$ cat src/rtl/snake_frame_seq.sv
// Frame address sequencer for the 7-segment snake ROM: a prescaled frame clock
// steps the address forward/reverse with wrap, under run/pause/clear/step control.
module snake_frame_seq #(
  parameter int unsigned TICK_DIV = 2_500_000,
  parameter int unsigned FRAMES   = 20,
  parameter int unsigned ADDR_W   = 5,
  parameter int unsigned CNT_W    = 22
) (
  input  logic              clk,
  input  logic              rst,
  input  logic              start,
  input  logic              pause,
  input  logic              clear,
  input  logic              step,
  input  logic              dir,
  input  logic [1:0]        speed,
  output logic [ADDR_W-1:0] addr,
  output logic              frame_tick,
  output logic              wrap,
  output logic              running
);

  typedef enum logic [1:0] {
    IDLE  = 2'd0,
    RUN   = 2'd1,
    PAUSE = 2'd2
  } state_t;

  localparam logic [ADDR_W-1:0] LAST_ADDR = ADDR_W'(FRAMES - 1);
  localparam logic [CNT_W-1:0]  DIV_W     = CNT_W'(TICK_DIV);

  state_t             state_q, state_d;
  logic [ADDR_W-1:0]  addr_q, addr_d;
  logic [CNT_W-1:0]   cnt_q, cnt_d;
  logic               frame_tick_q, frame_tick_d;
  logic               wrap_q, wrap_d;
  logic               running_q, running_d;
  logic               step_q, step_d;
  logic [CNT_W-1:0]   limit;
  logic               adv;

  always_comb begin
    state_d = state_q;
    if (clear) begin
      state_d = IDLE;
    end else begin
      unique case (state_q)
        IDLE:    if (!pause && start) state_d = RUN;
        RUN:     if (pause) state_d = PAUSE;
        PAUSE:   if (!pause && start) state_d = RUN;
        default: state_d = IDLE;
      endcase
    end
  end

  // Advance only when staying in the same state, so clear/pause/start beat a
  // coincident period end or step edge.
  always_comb begin
    limit        = (DIV_W >> speed) - CNT_W'(1);
    adv          = 1'b0;
    cnt_d        = '0;
    addr_d       = addr_q;
    wrap_d       = 1'b0;
    step_d       = step;
    running_d    = (state_d == RUN);

    if (state_q == RUN && state_d == RUN) begin
      if (cnt_q >= limit) begin
        adv = 1'b1;
      end else begin
        cnt_d = cnt_q + CNT_W'(1);
      end
    end

    if (state_q == PAUSE && state_d == PAUSE && step && !step_q) begin
      adv = 1'b1;
    end

    if (adv) begin
      if (dir) begin
        if (addr_q == '0) begin
          addr_d = LAST_ADDR;
          wrap_d = 1'b1;
        end else begin
          addr_d = addr_q - ADDR_W'(1);
        end
      end else begin
        if (addr_q >= LAST_ADDR) begin
          addr_d = '0;
          wrap_d = 1'b1;
        end else begin
          addr_d = addr_q + ADDR_W'(1);
        end
      end
    end

    if (clear) begin
      addr_d = '0;
    end

    frame_tick_d = adv;
  end

  always_ff @(posedge clk) begin
    if (rst) begin
      state_q      <= IDLE;
      addr_q       <= '0;
      cnt_q        <= '0;
      frame_tick_q <= 1'b0;
      wrap_q       <= 1'b0;
      running_q    <= 1'b0;
      step_q       <= 1'b0;
    end else begin
      state_q      <= state_d;
      addr_q       <= addr_d;
      cnt_q        <= cnt_d;
      frame_tick_q <= frame_tick_d;
      wrap_q       <= wrap_d;
      running_q    <= running_d;
      step_q       <= step_d;
    end
  end

  assign addr       = addr_q;
  assign frame_tick = frame_tick_q;
  assign wrap       = wrap_q;
  assign running    = running_q;

endmodule

$ cat config.mk
export PLATFORM = sky130hd
export DESIGN_NAME = snake_frame_seq
export DESIGN_NICKNAME = d
export VERILOG_FILES = /design/src/rtl/snake_frame_seq.sv
export SDC_FILE = /design/constraint.sdc
export NUM_CORES = 1
export LEC_CHECK = 0
export ABC_AREA = 1
export CAP_MARGIN = 20
export CELL_PAD_IN_SITES_DETAIL_PLACEMENT = 0
export CELL_PAD_IN_SITES_GLOBAL_PLACEMENT = 2
export CORE_UTILIZATION = 33
export DETAILED_ROUTE_END_ITERATION = 10
export GPL_TIMING_DRIVEN = 1
export PLACE_DENSITY = 0.78
export SYNTH_ARGS = -nofsm -noshare
export SYNTH_HDL_FRONTEND = slang
export SYNTH_SLANG_ARGS = --single-unit
$ cat constraint.sdc
create_clock -name clk -period 3 [get_ports clk]
set_input_delay 0.45 -clock clk [delete_from_list [all_inputs] [get_ports clk]]
set_output_delay 0.45 -clock clk [all_outputs]
set_load 0.005 [all_outputs]
==> results.json <==
{
  "status": "complete, no violations",
  "avgSynthCellArea_um2": 6.98,
  "cts_sinks": 33,
  "relSlewSlack": 0.709,
  "p_leak_uw": 0.00131,
  "grt_start_max_net_pins": 12,
  "peakVddDrop_mv": 0.193,
  "fmax_mhz": 370,
  "synthToLayoutAreaGrowth_pct": 21.0,
  "via_count": 2103,
  "yosysUniqueCellTypes": 30,
  "finalSetupViolCount": 0,
  "final_cell_mix": "70 x nand2_1, 50 x inv_1, 49 x nor2_1",
  "h-tree-depth": 2,
  "critPathArrivalTime_ns": 2.92,
  "required_ns": 3.22,
  "tightestPinTransition_ns": 0.435,
  "layout_setup_ws_ns": 0.295,
  "drive_gt1_frac": 0.135,
  "cpMostUsedCell": "nand2_1",
  "path_max_fanout": 7,
  "route.detailed.drc": 0,
  "hpwl_um": 4260,
  "synth_cells": 338,
  "cts_tree": "yes",
  "dpl.cell_count": 458,
  "pre_cts_ws_ns": -0.247,
  "synthTopCellsByArea": "dfxtp_1 28%, ha_1 16%, nand2_1 11%",
  "synth-simple-area-share": 0.357,
  "layout_commonest_cell": "nand2_1",
  "synth_mux_area_frac": 0,
  "critical_path_class": "in -> reg",
  "finClkSkew_ns": 0.00664,
  "antenna_cells": 0,
  "ys_warn_count": 0,
  "post-cts-setup-buffer-count": 0,
  "slowest_stage": "clkdlybuf4s50_1",
  "initial_core_util": 0.344,
  "grt_antenna_before_repair": 0,
  "synth_area_mm2": 0.00236,
  "gp_congestion": 0.726,
  "synth_compound_area_frac": 0.0626,
  "critical_path.startpoint_type": "primary input",
  "drtAntennaViolNets": 0,
  "rsz0062_at_grt": "no",
  "fin_crit_sh": 0.902,
  "cp_cell_sequence": "clkdlybuf4s50_1 > buf_4 > ha_2 > nor4_4 > nand3_1 > xnor2_1 > ha_1 > nand2_1 > inv_1 > nand2_1 > nand2_1 > nand2_1 > nand2_1 > nand2_1 > nand4_2 > buf_4 > nor3b_2",
  "maxSlewViolCount": 0,
  "gr-usage-all-layers": 0.154,
  "wirelength_um": 5240,
  "synthXorXnorAreaFrac": 0.0483,
  "routedWlPerCell_um": 11.2,
  "clock_latency_ns": 0.29,
  "coreArea_mm2": 0.00687,
  "ys_seq_area_frac": 0.280,
  "endpoint_kind": "flip-flop",
  "synth_seq_cells": 33,
  "synth_fa_ha_area_frac": 0.159,
  "maxCapViolCount": 0,
  "synth_top_family_by_area": "simple AND/OR/NAND/NOR gates",
  "min_path_type": "reg -> reg",
  "fillers": 746,
  "finalHoldViolations": 0,
  "cts_hold_buf": 0,
  "cts.clk_slew.worst_paths_ns": 0.07,
  "powerDensity_mw_per_mm2": 313,
  "period_needed_ns": 2.70,
  "cts_buffers": 5,
  "die_h_um": 86.6,
  "synth_area_leader_cell": "dfxtp_1",
  "port_buffers": 16,
  "drt_iter0_drc": 51,
  "drt-vias-per-instance": 4.50,
  "cts_buffer_depth": 2,
  "synth_top_area_frac": 0.280,
  "ioPinCount": 17,
  "rows": 30,
  "first_pass_iters": 4,
  "grt_pass1_vias": 1957,
  "grt_remaining_overflow": 0,
  "slowest_delay_ns": 0.42,
  "final_nets": 409,
  "syn_nets": 377,
  "cts-root-buf": "clkbuf_8",
  "grt_pass1_wl_um": 8910,
  "die_width_um": 86.6,
  "die-area_mm2": 0.00749,
  "final_cells": 467
}
[cells in the mapped netlist, drive strengths merged]
cell type,number
or2,2
nor2,56
nor3,11
nor4,2
nand3,20
buf,3
a21o,1
o31ai,1
nor3b,4
inv,52
nand4,8
ha,30
xor2,7
o21ai,8
clkbuf,1
a21oi,16
xnor2,6
nand2,75
dfxtp,33
a31oi,2
[report_power, final]
group	internal, uW	leakage (uW)	switching [uW]
clock	207	0.0000542	165
sequential	440	0.000266	0.732
combinational	38.1	0.000991	42.0
total	685	0.00131	207
[flip-flops by register name, summed over array words and instances, names as in the netlist]
signal / count
state_q: 2
frame_tick: 1
running: 1
addr: 5
cnt_q: 22
wrap: 1
step_q: 1
[kinds of logic (layout without fill, tap and decap cells)]
kind of cell / count (synthesis) / count (layout)
xor gates and xnor gates: 13 / 13
adders and majority gates: 30 / 30
buffers and inverters: 56 / 88
DFF: 33 / 33
AOI/OAI and AO/OA: 28 / 28
and+or+nand+nor: 178 / 179
[per-layer routing]
metal | up-vias | share of wire | routed length, um | track usage
met4 | 0 | 0.013 | 68 | 0.0500
li1 | 1141 | - | - | -
met5 | - | 0 | 0 | 0
met3 | 7 | 0.016 | 83 | 0.0286
met1 | 943 | 0.51 | 2700 | 0.203
met2 | 12 | 0.46 | 2400 | 0.255
[cell type report]
| class | instances | area [um2] | share of cell area |
|---|---|---|---|
| clock buffer | 7 | 96.3 | 0.0337 |
| clock inverter | 1 | 5.00 | 0.00175 |
| inverter | 52 | 195 | 0.0684 |
| multi-input combinational | 250 | 1530 | 0.535 |
| sequential | 33 | 661 | 0.231 |
| tap | 96 | 120 | 0.0421 |
| timing repair buffer | 28 | 250 | 0.0876 |
[critical path, delay by kind of cell]
kind,cells,cell delay (ns)
buf+inv,4,0.84
simple gates,10,1.03
xor+xnor,1,0.13
fa+ha+maj,2,0.46
[repair_timing]
item / in CTS / in global routing
endpoints found under the hold margin: 0 / 0
gates resized for setup: 0 / 8
setup endpoints to repair: 0 / 28
[per-stage QoR]
stage | power, uW | cell area, um2 | hold WS [ns] | TNS, ns | utilization
finish | 892 | 2860 | 0.456 | 0 | 0.416
global route | 937 | 2860 | 0.495 | 0 | 0.416
CTS | 902 | 2810 | 0.455 | 0 | 0.409
detailed placement | 526 | 2710 | 0.439 | -3.06 | 0.394
global placement | 525 | 2710 | 0.436 | -2.31 | 0.394
floorplan | 489 | 2360 | 0.418 | 0 | -
[final timing paths]
kind | start | end | slack (ns) | depth (start not counted)
max | speed[1] | cnt_q[17] | 0.30 | 17
min | cnt_q[0] | cnt_q[0] | 0.46 | 1
max reg2reg | cnt_q[17] | cnt_q[17] | 1.24 | 10
min reg2reg | cnt_q[0] | cnt_q[0] | 0.46 | 1
(Power assumes the default switching activity.)
==> RTL change 1: new RTL, config.mk and constraints unchanged <==
The parameter `CNT_W` goes from 22 to 11.
--- a/src/rtl/snake_frame_seq.sv
+++ b/src/rtl/snake_frame_seq.sv
@@ -5,5 +5,5 @@
   parameter int unsigned FRAMES   = 20,
   parameter int unsigned ADDR_W   = 5,
-  parameter int unsigned CNT_W    = 22
+  parameter int unsigned CNT_W    = 11
 ) (
   input  logic              clk,
Formal check against the unedited RTL: same outputs for any inputs over 10 cycles, from zero or initial values and one cycle with rst high; that may be too few to reach the edited logic, so the function may still have changed.
==> RTL change 1 against the original RTL <==
Wire length fell by 39%; die area fell by 36%; final cell count decreased by 40%; sequential cell count shrank 11; total power fell by 30%; sequential power decreased by 33%; setup slack gained 0.14 ns; design area decreased by 38%; critical path depth down 3; hold slack improved by 0.016 ns; register-to-register slack worse by 0.04 ns; via count shrank 37%; area after synthesis shrank 36%.
==> RTL change 1: results (changes against the original RTL) <==
Critical path
  • CP Max Fanout: 11 (+4)
  • Cell count of the worst reg-to-reg path: 8 (-2)
  • CP endpoint kind: flip-flop
  • Worst r2r src: cnt_q[10]
  • Max incr delay on CP: 0.54 ns (+0.12 ns)
  • Critical path arrival: 2.75 ns (-0.17 ns)
  • Worst reg2reg endpoint: cnt_q[9]
  • Worst path required time: 3.19 ns (-0.03 ns)
  • Crit path from: speed[0]
  • Flop-to-flop setup slack: 1.20 ns (-0.04 ns)
  • CP top delay family: simple AND/OR/NAND/NOR gates

Drt
  • Routed Wire Length: 3.17 mm (-39%)
  • DR WL/cell: 11.4 um (+1.6%)
  • Avg Vias per Cell: 4.75 (+5.5%)

Run status
  • Outcome: complete, no violations

Global routing
  • Total Routing Usage GR: 14.0% (-1.4 points)
  • First-pass GRT wire length: 5.49 mm (-38%)
  • Largest net degree at the start of global routing: 14 (+2)
  • Vias in the first global route: 1,251 (-36%)

Clocking
  • H-tree levels: 1 (-1)
  • Clock-pin slew on the worst setup and hold paths: 0.09 ns (+0.02 ns)
  • Clock Latency Late Sink: 0.26 ns (-0.03 ns)
  • Inserted Clock Buffers: 3 (-2)

Pwr
  • Leakage: 0.824 nW (-37%)
  • Peak VDD IR: 0.176 mV (-8.5%)

Cells and area
  • # fillers: 439 (-41%)
  • Share of cells above drive strength 1: 6.64% (-6.8 points)
  • Nets: 254 (-38%)
  • Number of flip-flops in the largest register: 11 (-50%)

Placed design
  • DP HPWL: 2.48 mm (-42%)
  • GP Congestion: 0.875 (+21%)
  • DP Worst Slack: 0.151 ns (+0.399 ns)
  • Placed Cells: 274 (-40%)

Logic synthesis
  • Synth cell types: 24 (-20%)
  • Mapped Cells: 209 (-38%)
  • Top cells by area, synth: dfxtp_1, ha_1, nand2_1
  • Synth top cells by count: nand2_1, inv_1, dfxtp_1, nor2_1, ha_1
  • Syn_nets: 236 (-37%)
  • Register area share after synthesis: 29.4% (+1.4 points)

STA
  • Worst Hold Slack: 0.472 ns (+0.0156 ns)
  • Post-Route Skew: 0.00563 ns (-0.00101 ns)
  • Max-slew headroom: 65.3% (-5.6 points)
RTL change 1: cell count changes after synthesis, sizes merged, moves of 2 or more:
cell,unedited run,this run
ha,30,18
a21oi,16,10
nand3b,0,2
nand2,75,46
nor3,11,7
nand3,20,17
a31oi,2,0
inv,52,31
dfxtp,33,22
nand4,8,4
nor2,56,27
nor3b,4,2
xnor2,6,2
RTL change 1: layer usage:
layer | vias to the layer above | track usage (%) | wire, um
li1 | 702 | - | -
met1 | 595 | 18.5 | 1570
met2 | 22 | 23.8 | 1490
met3 | 2 | 1.31 | 78
met4 | 0 | 4.76 | 25
met5 | - | 0 | 0
RTL change 1: worst min path at each step:
stage | to
after floorplan | cnt_q[0]
after global placement | cnt_q[0]
after detailed placement | cnt_q[0]
after CTS | cnt_q[0]
after global routing | cnt_q[0]
final | cnt_q[0]
RTL change 1: area by class of cell:
| type | count | area share, % |
|---|---|---|
| clock inverter | 1 | 1.70 |
| inverter | 31 | 6.61 |
| sequential | 22 | 25.0 |
| clock buffer | 3 | 2.34 |
| tap | 52 | 3.69 |
| timing repair buffer | 16 | 9.09 |
| multi-input combinational | 153 | 51.6 |
RTL change 1: power breakdown:
part	total, mW	switching (mW)	internal [mW]
clock network	0.278	0.0996	0.178
registers	0.294	0.000731	0.293
logic	0.0486	0.0266	0.0219
RTL change 1: cell families after synthesis:
logic type	Yosys count	synth area share [%]
and+or+nand+nor	107	33.3
xor gates and xnor gates	8	4.67
DFF	22	29.4
AOI/OAI and AO/OA	20	7.60
adders and majority gates	18	15.0
buffers and inverters	34	10.0
RTL change 1: through the flow:
step	power (mW)	area, um2
after floorplan	0.328	1500
after global placement	0.348	1690
after detailed placement	0.350	1690
after CTS	0.634	1760
after global routing	0.650	1760
final	0.620	1760
==> RTL change 2: new RTL, same settings <==
Without the edit above. Take the reset off `addr_q` and load it in a clocked block of its own.
--- a/src/rtl/snake_frame_seq.sv
+++ b/src/rtl/snake_frame_seq.sv
@@ -105,5 +105,4 @@
     if (rst) begin
       state_q      <= IDLE;
-      addr_q       <= '0;
       cnt_q        <= '0;
       frame_tick_q <= 1'b0;
@@ -113,5 +112,4 @@
     end else begin
       state_q      <= state_d;
-      addr_q       <= addr_d;
       cnt_q        <= cnt_d;
       frame_tick_q <= frame_tick_d;
@@ -120,4 +118,8 @@
       step_q       <= step_d;
     end
+  end
+
+  always_ff @(posedge clk) begin
+    addr_q <= addr_d;
   end
 
Function: differs if rst is asserted again (counterexample within 4 cycles, from zero or initial values and one cycle with rst high); with rst held inactive, the same outputs for 10 cycles.
==> RTL change 2 against the original RTL <==
Sequential cell count unchanged; count of clock-buffer cells in the layout unchanged; setup slack improved by 0.20 ns; area after synthesis decreased by 1.4%; first-iteration DRC count increased by 37%; design area increased by 1.3%; wire length decreased by 2.4%; utilization increased by 1.0 points; global-route usage decreased by 0.23 points; total power increased by 7.1%; combinational power decreased by 6.6%; die area decreased by 1.3%; non-clock buffer count increased by 2; critical path type unchanged.
==> RTL change 2: results (changes against the original RTL) <==
Global routing
  • Vias in the first global route: 1,947 (-0.51%)
  • Antenna violations before repair: 0 (unchanged)
  • Largest net degree at the start of global routing: 13 (+1)
  • Total Routing Usage GR: 15.2% (-0.23 points)
  • First-pass GRT wire length: 8.89 mm (-0.22%)

Clocking
  • Inserted Clock Buffers: 5 (unchanged)
  • Clock Latency Late Sink: 0.28 ns
  • H-tree levels: 2 (unchanged)
  • CTS Buffer Depth: 2 (unchanged)
  • Clk root buf: clkbuf_8
  • Clock-pin slew on the worst setup and hold paths: 0.07 ns (about the same)

Placed design
  • GP Congestion: 0.776 (+7.0%)
  • DP HPWL: 4.05 mm (-5.0%)
  • Placed Cells: 444 (-3.1%)
  • IO Port Bufs: 16 (unchanged)
  • Placed Area: 2680 um2 (-1.1%)

Cells and area
  • Biggest register: cnt_q
  • Share of cells above drive strength 1: 15.0% (+1.6 points)
  • Antenna Cells: 0 (unchanged)
  • Nets: 397 (-2.9%)
  • Number of flip-flops in the largest register: 22 (unchanged)

Pwr
  • Seq. pwr: 0.440 mW (about the same)
  • Switch Pwr: 0.210 mW (+1.2%)
  • Peak VDD IR: 0.231 mV (+20%)
  • Comb power: 0.0748 mW (-6.6%)
  • Leakage: 1.31 nW (+0.16%)

Drt
  • DR WL/cell: 11.3 um (+0.19%)
  • Avg Vias per Cell: 4.55 (+1.1%)
  • Routed Wire Length: 5.12 mm (-2.4%)
  • First DRT Iteration DRCs: 70 (+37%)
  • Pre-antenna DRT Iters: 4 (unchanged)

Logic synthesis
  • FFs w/ async S/R, synth: 0% (unchanged)
  • Synth top cells by count: nand2_1, nor2_1, inv_1
  • Most used DFF post-synth: dfxtp_1
  • Syn_nets: 363 (-3.7%)
  • Mapped Cells: 324 (-4.1%)
  • Synth cell types: 35 (+17%)
  • Register area share after synthesis: 28.4% (+0.39 points)
  • Top cells by area, synth: dfxtp_1, ha_1, nand2_1
  • Syn. warnings: 0 (unchanged)

STA
  • Max-slew headroom: 70.8% (-0.14 points)
  • Post-Route Skew: 0.00331 ns (-0.00333 ns)

Run status
  • Outcome: complete, no violations

Critical path
  • CP Max Fanout: 6 (-1)
  • Critical path arrival: 2.74 ns (-0.18 ns)

Min path
  • Worst hold path class: reg2reg
-- RTL change 2: cell count changes in the layout (fill, tap and decap cells not counted), sizes merged, moves of 2 or more --
| cell | change |
|---|---|
| xor2 | -2 |
| nor3 | -3 |
| xnor2 | -3 |
| o21ai | +2 |
| nand2 | -9 |
| nor2 | -3 |
| a21oi | +6 |
| dlymetal6s2s | +2 |
| nor3b | +2 |
| inv | -7 |
| clkdlybuf4s50 | -2 |
-- RTL change 2: worst max-delay path, stage by stage --
cell,delay [ns]
dlymetal6s2s_1,0.14
buf_6,0.14
ha_2,0.18
nor4_2,0.27
nand3_1,0.12
xnor2_1,0.14
ha_1,0.30
nand2_2,0.07
inv_1,0.04
nand2_1,0.05
nand2_1,0.04
nand2_1,0.05
nand2_1,0.06
nand2_2,0.09
nand4_4,0.22
buf_12,0.21
buf_4,0.12
nor2_2,0.06
-- RTL change 2: metrics by stage --
| stage | hold slack, ns | total power [mW] | worst slack [ns] |
|---|---|---|---|
| after floorplan | 0.430 | 0.488 | 0.414 |
| after global routing | 0.525 | 1.00 | 0.295 |
| after global placement | 0.459 | 0.523 | -0.284 |
| after CTS | 0.479 | 0.972 | 0.0852 |
| after detailed placement | 0.461 | 0.522 | -0.328 |
| final | 0.481 | 0.956 | 0.494 |
-- RTL change 2: logic make-up after synthesis --
kind of cell             count (synthesis)  share of synthesized area (%)
AO/OA/AOI/OAI                           38                           9.14
XOR/XNOR                                 8                           3.01
adder cells (fa/ha/maj)                 30                           16.1
buffers and inverters                   48                           8.39
flip-flops                              33                           28.4
AND/OR/NAND/NOR                        167                           34.9
-- RTL change 2: cell type report --
cell class / instances / area (um2)
well taps: 96 / 120
multi-input cells: 243 / 1520
flip-flops and latches: 33 / 661
inverters: 45 / 169
fillers: 741 / 3900
clock inverters: 1 / 30.0
repair buffers: 30 / 312
clock buffers: 7 / 86.3
-- RTL change 2: worst paths after layout --
| check | startpoint | endpoint | slack (ns) | depth (start not counted) |
|---|---|---|---|---|
| worst min register to register | cnt_q[0] | cnt_q[0] | 0.48 | 1 |
| worst max register to register | cnt_q[17] | cnt_q[6] | 1.03 | 11 |
| worst min-delay path | cnt_q[0] | cnt_q[0] | 0.48 | 1 |
| worst max-delay path | speed[1] | cnt_q[6] | 0.49 | 18 |
-- RTL change 2: metal layers --
layer	vias to the layer above	global-route usage, %	wire length [um]
li1	1126	-	-
met4	0	4.55	61
met3	6	3.18	127
met1	917	18.9	2560
met5	-	0	0
met2	22	26.4	2370
-- RTL change 2: what timing repair did --
action,CTS,global route
pin swaps,0,5
resized for setup,1,14
setup endpoints to repair,6,28
gates cloned,0,1
buffers inserted,0,2
